## src/rtl/elevador_pkg.sv

```systemverilog
// Shared types and defaults for the elevator call scheduler.
package elevador_pkg;

    localparam int unsigned N_ANDARES_PADRAO     = 4;
    localparam int unsigned LARGURA_ANDAR_PADRAO = 2;

    typedef enum logic [1:0] {
        OCIOSO  = 2'd0,
        MOVENDO = 2'd1,
        PORTA   = 2'd2
    } estado_t;

    localparam logic SUBIR  = 1'b1;
    localparam logic DESCER = 1'b0;

endpackage

```

## src/rtl/temporizador_passo.sv

```systemverilog
// Loadable down-counter advanced by the passo strobe; fim_c marks the last tick.
module temporizador_passo #(
    parameter int unsigned LARGURA = 3
) (
    input  logic               clock_in,
    input  logic               reset_n,
    input  logic               passo,
    input  logic               carregar,
    input  logic [LARGURA-1:0] valor,
    output logic               fim_c
);

    logic [LARGURA-1:0] contagem;

    assign fim_c = passo && (contagem == LARGURA'(1));

    // A load always wins over a tick on the same clock.
    always_ff @(posedge clock_in or negedge reset_n) begin
        if (!reset_n) begin
            contagem <= '0;
        end else if (carregar) begin
            contagem <= valor;
        end else if (passo && (contagem != '0)) begin
            contagem <= contagem - LARGURA'(1);
        end
    end

endmodule

```

## src/rtl/controle_chamadas.sv

```systemverilog
// SCAN call scheduler: latches floor calls, picks travel direction and times
// floor-to-floor travel and door dwell.
module controle_chamadas
    import elevador_pkg::*;
#(
    parameter int unsigned N_ANDARES     = N_ANDARES_PADRAO,
    parameter int unsigned LARGURA_ANDAR = LARGURA_ANDAR_PADRAO,
    parameter int unsigned TICKS_VIAGEM  = 4,
    parameter int unsigned TICKS_PORTA   = 6
) (
    input  logic                     clock_in,
    input  logic                     reset_n,
    input  logic                     passo,
    input  logic [N_ANDARES-1:0]     botoes,
    output logic [LARGURA_ANDAR-1:0] andar_atual,
    output logic                     subindo,
    output logic                     em_movimento,
    output logic                     porta_aberta,
    output logic [N_ANDARES-1:0]     pendentes
);

    localparam int unsigned TICKS_MAX     = (TICKS_VIAGEM > TICKS_PORTA) ? TICKS_VIAGEM : TICKS_PORTA;
    localparam int unsigned LARGURA_TIMER = $clog2(TICKS_MAX + 1);

    estado_t                  estado, estado_prox;
    logic [LARGURA_ANDAR-1:0] andar_prox, andar_passo;
    logic                     subindo_prox;
    logic [N_ANDARES-1:0]     pend_prox, chamadas, limpar, botoes_uteis;
    logic                     acima, abaixo, aqui, alem_passo, sai_faixa;
    logic                     carregar, fim_c;
    logic [LARGURA_TIMER-1:0] valor;

    temporizador_passo #(
        .LARGURA (LARGURA_TIMER)
    ) u_temporizador (
        .clock_in (clock_in),
        .reset_n  (reset_n),
        .passo    (passo),
        .carregar (carregar),
        .valor    (valor),
        .fim_c    (fim_c)
    );

    // Next-state, next-floor and call-register logic.
    always_comb begin
        estado_prox  = estado;
        andar_prox   = andar_atual;
        subindo_prox = subindo;
        carregar     = 1'b0;
        valor        = '0;
        limpar       = '0;
        botoes_uteis = botoes;
        chamadas     = pendentes | botoes;
        acima        = 1'b0;
        abaixo       = 1'b0;
        alem_passo   = 1'b0;
        aqui         = chamadas[andar_atual];

        if (subindo) begin
            andar_passo = andar_atual + LARGURA_ANDAR'(1);
            sai_faixa   = (int'(andar_atual) == int'(N_ANDARES) - 1);
        end else begin
            andar_passo = andar_atual - LARGURA_ANDAR'(1);
            sai_faixa   = (andar_atual == '0);
        end

        for (int i = 0; i < int'(N_ANDARES); i++) begin
            if (i > int'(andar_atual)) acima  = acima  | chamadas[i];
            if (i < int'(andar_atual)) abaixo = abaixo | chamadas[i];
            if (subindo ? (i > int'(andar_passo)) : (i < int'(andar_passo)))
                alem_passo = alem_passo | chamadas[i];
        end

        case (estado)
            OCIOSO: begin
                if (aqui) begin
                    estado_prox          = PORTA;
                    carregar             = 1'b1;
                    valor                = LARGURA_TIMER'(TICKS_PORTA);
                    limpar[andar_atual]  = 1'b1;
                end else if ((subindo && acima) || (!subindo && abaixo)) begin
                    estado_prox = MOVENDO;
                    carregar    = 1'b1;
                    valor       = LARGURA_TIMER'(TICKS_VIAGEM);
                end else if (acima || abaixo) begin
                    subindo_prox = acima ? SUBIR : DESCER;
                    estado_prox  = MOVENDO;
                    carregar     = 1'b1;
                    valor        = LARGURA_TIMER'(TICKS_VIAGEM);
                end
            end
            MOVENDO: begin
                if (fim_c) begin
                    if (sai_faixa) begin
                        estado_prox = OCIOSO;
                    end else begin
                        andar_prox = andar_passo;
                        if (chamadas[andar_passo]) begin
                            estado_prox         = PORTA;
                            carregar            = 1'b1;
                            valor               = LARGURA_TIMER'(TICKS_PORTA);
                            limpar[andar_passo] = 1'b1;
                        end else if (alem_passo) begin
                            carregar = 1'b1;
                            valor    = LARGURA_TIMER'(TICKS_VIAGEM);
                        end else begin
                            estado_prox = OCIOSO;
                        end
                    end
                end
            end
            PORTA: begin
                // A re-press at the open floor extends the dwell instead of queuing a call.
                if (botoes[andar_atual]) begin
                    botoes_uteis[andar_atual] = 1'b0;
                    carregar                  = 1'b1;
                    valor                     = LARGURA_TIMER'(TICKS_PORTA);
                end else if (fim_c) begin
                    estado_prox = OCIOSO;
                end
            end
            default: estado_prox = OCIOSO;
        endcase

        pend_prox = (pendentes | botoes_uteis) & ~limpar;
    end

    always_ff @(posedge clock_in or negedge reset_n) begin
        if (!reset_n) begin
            estado       <= OCIOSO;
            andar_atual  <= '0;
            subindo      <= SUBIR;
            pendentes    <= '0;
            em_movimento <= 1'b0;
            porta_aberta <= 1'b0;
        end else begin
            estado       <= estado_prox;
            andar_atual  <= andar_prox;
            subindo      <= subindo_prox;
            pendentes    <= pend_prox;
            em_movimento <= (estado_prox == MOVENDO);
            porta_aberta <= (estado_prox == PORTA);
        end
    end

    // SCAN only moves toward a pending call, so a step out of range means a broken invariant.
    assert property (@(posedge clock_in) disable iff (!reset_n)
        !((estado == MOVENDO) && fim_c && sai_faixa));

endmodule

```

## config.mk

```make
export PLATFORM = sky130hd
export DESIGN_NAME = controle_chamadas
export DESIGN_NICKNAME = d
export VERILOG_FILES = /design/src/rtl/elevador_pkg.sv /design/src/rtl/temporizador_passo.sv /design/src/rtl/controle_chamadas.sv
export SDC_FILE = /design/constraint.sdc
export NUM_CORES = 1
export LEC_CHECK = 0
export CAP_MARGIN = 15
export CORE_ASPECT_RATIO = 1.2
export CORE_MARGIN = 2
export CORE_UTILIZATION = 57
export DETAILED_ROUTE_END_ITERATION = 8
export PLACE_DENSITY = 0.84
export SKIP_CTS_REPAIR_TIMING = 1
export SLEW_MARGIN = 0
export SYNTH_ARGS = -nofsm -noshare
export SYNTH_HDL_FRONTEND = slang
export SYNTH_SLANG_ARGS = --single-unit
```

## constraint.sdc

```tcl
create_clock -name clock_in -period 4.21 [get_ports clock_in]
set_input_delay 0.842 -clock clock_in [delete_from_list [all_inputs] [get_ports clock_in]]
set_output_delay 0.842 -clock clock_in [all_outputs]
set_load 0.05 [all_outputs]
```

-- Yosys cells after proc, flatten, opt, wreduce, memory -nomap -nowiden
Cells that the tools add are included.
- add/sub/neg operators: 3
- $lt $le $gt $ge: 16
- equality and inequality tests: 6
- mux-type cells: 64
- bitwise operators: 16
- reduce and logical (&&, ||, !) cells: 15
- operators by type and width (cell ; number):
    $mux 3 ; 10
    $mux 1 ; 29
    $mux 4 ; 6
    $mux 2 ; 10
    $pmux 3 s3 ; 1
    $and 4x4->4 ; 2
    $gt 2x2->1 const A ; 4
    $lt 1x2->1 const A ; 4
    $not 4->4 ; 2
    $or 4x4->4 ; 2
    $pmux 4 s2 ; 1
    $or 1x1->1 ; 7
    $bmux 1 s2 ; 3
    $eq 2x1->1 const B ; 3
    $logic_and 1x1->1 ; 6
    $lt 2x3->1 const B ; 2
    $pmux 2 s3 ; 1
    $demux 1 s2 ; 2
    $eq 2x2->1 const B ; 2
    $ge 2x1->1 const B ; 2
    $gt 1x2->1 const A ; 2
    $logic_not 2->1 ; 2
    $lt 2x2->1 const A ; 2
    $reduce_and 4->1 ; 1
    11 further kinds ; 14
- flip-flop bits (word level): 14
- input bits: 7
- output and inout bits: 9
- logic and storage cells: 127

-- Longest topological paths before layout
- word-level depth: 17
- depth in mapped cells: 9
- mapped depth without buffers: 7

-- Cells and area by module
Synthesis repeated with hierarchy kept, for this count alone.
- cell total of the unflattened synthesis: 113
- area, all modules: 1096.1 sq um
- by module, submodules not included (module ; times used ; cells each ; area each (sq um) ; seq. area each (sq um)):
    controle_chamadas ; 1 ; 92 ; 882.1 ; 276.5
    temporizador_passo ; 1 ; 21 ; 214.0 ; 75.1

-- Worst setup path before layout
No wires, ideal clock.
- kind: register -> register
- from: reg andar_atual[0]
- to: reg u_temporizador.contagem[0]
- library setup time: 120 ps
- data arrival time: 2581 ps
- required time: 4090 ps
- path slack: 1510 ps
- stages on the path, launching flop included: 10
- buffers on the path: 2
- period minus slack after synthesis: 2700 ps
- cells stage by stage: dfrtp_1 buf_4 inv_1 ha_1 buf_6 xor2_4 mux4_2 nor2_2 a211oi_4 and3_1
- cells in the longest elaborated chain, start to end: 17
- elaborated cells on any way between the ends: 66
- those cells by class: add/sub (2); order compare (12); eq/ne (1); mux (38); bitwise (7); reduce/logical (6)
- RTL lines (element ; RTL line ; text):
    start, declared ; controle_chamadas.sv:15 ; output logic [LARGURA_ANDAR-1:0] andar_atual,
    start signal, assigned ; controle_chamadas.sv:138 ; andar_atual <= andar_prox;
    $sub 2x1->2 or $add 2x1->2 (tied branches) ; controle_chamadas.sv:63, controle_chamadas.sv:60 ;
    $mux 2 ; controle_chamadas.sv:59 ; if (subindo) begin
    $lt 1x2->1 ; controle_chamadas.sv:70 ; if (subindo ? (i > int'(andar_passo)) : (i < int'(andar_passo)))
    $mux 1 (2 in a row) ; controle_chamadas.sv:70 ;
    $or 1x1->1 ; controle_chamadas.sv:71 ; alem_passo = alem_passo | chamadas[i];
    $mux 1 ; controle_chamadas.sv:70 ;
    $or 1x1->1 ; controle_chamadas.sv:71 ;
    $mux 1 ; controle_chamadas.sv:70 ;
    $or 1x1->1 ; controle_chamadas.sv:71 ;
    $mux 1 ; controle_chamadas.sv:70 ;
    $mux 1 ; controle_chamadas.sv:103 ; end else if (alem_passo) begin
    $mux 1 ; controle_chamadas.sv:98 ; if (chamadas[andar_passo]) begin
    $mux 1 ; controle_chamadas.sv:94 ; if (sai_faixa) begin
    $mux 1 ; controle_chamadas.sv:93 ; if (fim_c) begin
    $pmux 1 s3 ; controle_chamadas.sv:74 ; case (estado)
    $mux 3 or $reduce_bool 2->1 (tied branches) ; n/a ;
    end signal, assigned ; temporizador_passo.sv:22 ; contagem <= valor;
    end signal, assigned ; temporizador_passo.sv:24 ; contagem <= contagem - LARGURA'(1);
    end, declared ; temporizador_passo.sv:13 ; logic [LARGURA-1:0] contagem;
Several ways; a longest one is shown, not always the timed one. The select of a mux whose other input is x is not followed.
A chain may end at the register's enable or synchronous reset.

-- Worst setup path in the final report
- from: reg andar_atual[0]
- to: reg estado[1]
- cells in the longest elaborated chain, start to end: 16
- elaborated cells on any way between the ends: 58
- those cells by class: add/sub (2); order compare (12); eq/ne (1); mux (31); bitwise (7); reduce/logical (5)
- RTL lines (element ; RTL line ; text):
    $sub 2x1->2 or $add 2x1->2 (tied branches) ; controle_chamadas.sv:63, controle_chamadas.sv:60 ;
    $mux 2 ; controle_chamadas.sv:59 ;
    $lt 1x2->1 ; controle_chamadas.sv:70 ;
    $mux 1 (2 in a row) ; controle_chamadas.sv:70 ;
    $or 1x1->1 ; controle_chamadas.sv:71 ;
    $mux 1 ; controle_chamadas.sv:70 ;
    $or 1x1->1 ; controle_chamadas.sv:71 ;
    $mux 1 ; controle_chamadas.sv:70 ;
    $or 1x1->1 ; controle_chamadas.sv:71 ;
    $mux 1 ; controle_chamadas.sv:70 ;
    $mux 2 ; controle_chamadas.sv:103 ;
    $mux 2 ; controle_chamadas.sv:98 ;
    $mux 2 ; controle_chamadas.sv:94 ;
    $mux 2 ; controle_chamadas.sv:93 ;
    $pmux 2 s3 (*) ; controle_chamadas.sv:74 ;
    named net estado_prox[1] ; controle_chamadas.sv:25 ; estado_t estado, estado_prox;
    end signal, assigned ; controle_chamadas.sv:137 ; estado <= estado_prox;
    end, declared ; controle_chamadas.sv:25 ;
Mark *: on every way through the listed nets, which the timed path passes. The rest lies on a longest branch. The select of a mux whose other input is x is not followed.

==> flow_metrics.py <==
metrics = {
    "floorplanning": {
        "fp.dieW_um": 44.1,
        "fp.dieArea_um2": 2290,
        "die_h_um": 52.1,
        "fp.coreArea_um2": 1830,
        "num_io_pins": 16,
        "row_count": 17,
        "initial_core_util_pct": 60.0,
    },
    "cts": {
        "ctsRootBufferMaster": "clkbuf_4",
        "clkTransAtPathRegs_ns": 0.09,
        "clock_sinks": 14,
        "clock_latency_ns": 0.29,
        "cts_tree": "yes",
        "cts_max_level": 1,
        "cts_buffers": 3,
        "cts_buffer_depth": 2,
    },
    "power": {
        "cellLeakagePower_uw": 0.000497,
        "seqPwrFrac_pct": 51.7,
        "sw_frac_of_total_pct": 24.5,
        "power.total_uw": 273,
        "power_frac_comb_pct": 11.5,
        "clock_power_share_pct": 36.8,
        "power.switching_uw": 66.9,
        "powerDensity_nw_per_um2": 218,
        "p_int_uw": 206,
        "ir_worst_vdd_mv": 0.131,
    },
    "finish": {
        "drive_above_1_share_pct": 9.52,
        "ff_latch_area_um2": 352,
        "fin_cells": 145,
        "multiInputGateArea_um2": 668,
        "fillers": 154,
        "insertedDiodeCount": 0,
        "nets": 143,
        "area_growth_pct": 14.1,
    },
    "critical_path": {
        "rr_worst_depth": 7,
        "critical_path_arrival_ns": 3.02,
        "cp.required_ns": 4.41,
        "cp_max_fo": 14,
        "timing.rr.end": "estado[1]",
        "startpoint_type": "flip-flop",
        "r2r_setup_slack_ns": 1.39,
        "path_class": "flip-flop to flip-flop",
        "rr_startpoint": "andar_atual[0]",
        "cp-end-kind": "flip-flop",
    },
    "timing": {
        "fin_ws_ns": 1.39,
        "setup_viol": 0,
        "hold_viol": 0,
        "setup-tns-final_ns": 0,
        "fin_skew_ns": 0.00601,
        "period_share_pct": 67.0,
        "fmax_ghz": 0.355,
        "worst_pin_slew_ns": 0.725,
        "period_minus_slack_ns": 2.82,
        "max_slew_margin_pct": 51.3,
        "grt_setup_unrepaired": "false",
        "finalMaxSlewViolations": 0,
    },
    "hold_path": {
        "hold_class": "flip-flop to flip-flop",
        "hold_start": "u_temporizador.contagem[1]",
        "min_path_cells": 3,
        "holdPathEnd": "u_temporizador.contagem[1]",
    },
    "grt": {
        "grt_pass1_wl_um": 3820,
        "grt_max_degree": 15,
        "grt_antenna_before_repair": 0,
        "grt.total_usage_pct": 23.2,
        "first_global_vias": 836,
        "gr-total-overflow": 0,
    },
    "synthesis": {
        "synth_seq_area_share_pct": 32.0,
        "avgSynthCellArea_um2": 9.63,
        "synth_warnings": 0,
        "ys_ff_latch": 14,
        "synth_fp_nets": 130,
        "syn_inst": 114,
        "synth-main-ff-cell": "dfrtp_1",
        "ys_async_sr_fraction_pct": 100,
        "synth_edf_count": 0,
        "synth_cell_type_count": 41,
        "syn_area_um2": 1100,
    },
    "drt": {
        "drc": 0,
        "postRouteAntennaNets": 0,
        "drt_iter0_drc": 31,
        "wl_per_cell_um": 16.9,
        "routed-via-count": 991,
        "wl_um": 2460,
        "via_per_inst": 6.83,
        "dr.pass1.iters": 4,
    },
    "outcome": {
        "outcome": "finished, final reports clean",
    },
    "place": {
        "post-place-cells": 141,
        "hpwl_um": 1800,
        "pre_cts_ws_ns": 1.44,
        "portBuffers": 15,
        "finalWeightedCongestion": 0.991,
    },
    "flow_run": {
        "max_cap_violations": 0,
    },
}
cell usage in the layout, fill, tap and decap left out, drive strengths merged, types with 2 or more instances in the layout:
cell type / Yosys / routed
clkdlybuf4s50: 0 / 15
mux2i: 3 / 3
o221ai: 2 / 2
inv: 6 / 6
clkbuf: 1 / 4
nor2: 10 / 10
a221oi: 5 / 5
a22oi: 2 / 2
nand2b: 3 / 3
ha: 9 / 9
nand3: 6 / 6
dfrtp: 13 / 13
o21ai: 8 / 8
a31oi: 3 / 3
a21oi: 7 / 7
a211oi: 2 / 2
nor4: 2 / 2
a31o: 2 / 2
nand2: 5 / 5
xnor2: 3 / 3
state kept, by name (all words and copies together) (netlist names):
register	count
u_temporizador.contagem	3
porta_aberta	1
pendentes	4
andar_atual	2
estado	2
em_movimento	1
subindo	1
kinds of logic (layout without fill, tap and decap cells):
family          count (synthesis)  after routing  synth area share [%]
fa+ha+maj                       9              9                  10.3
flops                          14             14                  32.0
xor+xnor                        4              4                  4.90
mux                             4              4                  4.79
simple gates                   33             33                  16.3
buf+inv                        13             25                  7.07
compound gates                 37             37                  24.6
cell usage after synthesis (all sizes together) (2+ instances only):
cell | number | share of area, %
dfrtp | 13 | 30
nor2 | 10 | 3.6
ha | 9 | 10
o21ai | 8 | 3.6
a21oi | 7 | 3.2
buf | 6 | 4.3
inv | 6 | 2.1
nand3 | 6 | 2.7
a221oi | 5 | 4.0
nand2 | 5 | 1.7
a31oi | 3 | 1.7
mux2i | 3 | 2.7
nand2b | 3 | 1.7
xnor2 | 3 | 2.4
a211oi | 2 | 2.5
a22oi | 2 | 1.4
a31o | 2 | 1.6
nor4 | 2 | 1.7
o221ai | 2 | 1.6
critical path: stages, from the launching register on:
cell and delay (ns):
dfrtp_1 0.69, inv_1 0.26, ha_1 0.56, xor2_4 0.23, mux4_2 0.55, nor2_2 0.17, a211oi_4 0.07, a22oi_1 0.20
power groups by stage:
stage	logic [uW]	clock network, uW	registers, uW
finish	31.4	100	141
global route	35.7	108	142
CTS	31.8	103	141
detailed placement	31.6	0	144
global placement	30.1	0	143
floorplan	16.8	0	144
through the flow:
stage | util [%] | hold slack (ns) | area, um2
4_1_cts | 68.5 | 0.624 | 1250
3_3_place_gp | 66.5 | 0.569 | 1220
6_report | 68.5 | 0.609 | 1250
5_1_grt | 68.5 | 0.659 | 1250
2_1_floorplan | - | 0.546 | 1100
3_5_place_dp | 66.5 | 0.603 | 1220
per-layer routing:
layer  vias up  track usage [%]  share of wire [%]
met1       474             28.5                 41
met3         9             3.47                7.2
li1        446                -                  -
met2        62             38.7                 50
met4         0             12.1                2.7
met5         -                0                  0
worst max path at each step:
stage | startpoint | to | cells after the start
after floorplan | andar_atual[0] | u_temporizador.contagem[0] | 9
final | andar_atual[0] | estado[1] | 7
after detailed placement | andar_atual[0] | u_temporizador.contagem[0] | 7
after global placement | andar_atual[0] | u_temporizador.contagem[0] | 7
after global routing | andar_atual[0] | porta_aberta | 7
after CTS | andar_atual[0] | u_temporizador.contagem[0] | 7
area by class of cell:
cell class | instances | share of cell area [%]
timing repair buffer | 15 | 12.0
clock buffer | 4 | 2.90
inverter | 6 | 1.80
multi-input combinational | 87 | 53.3
tap | 19 | 1.90
sequential | 14 | 28.1
Power figures use the tool's default switching activity.
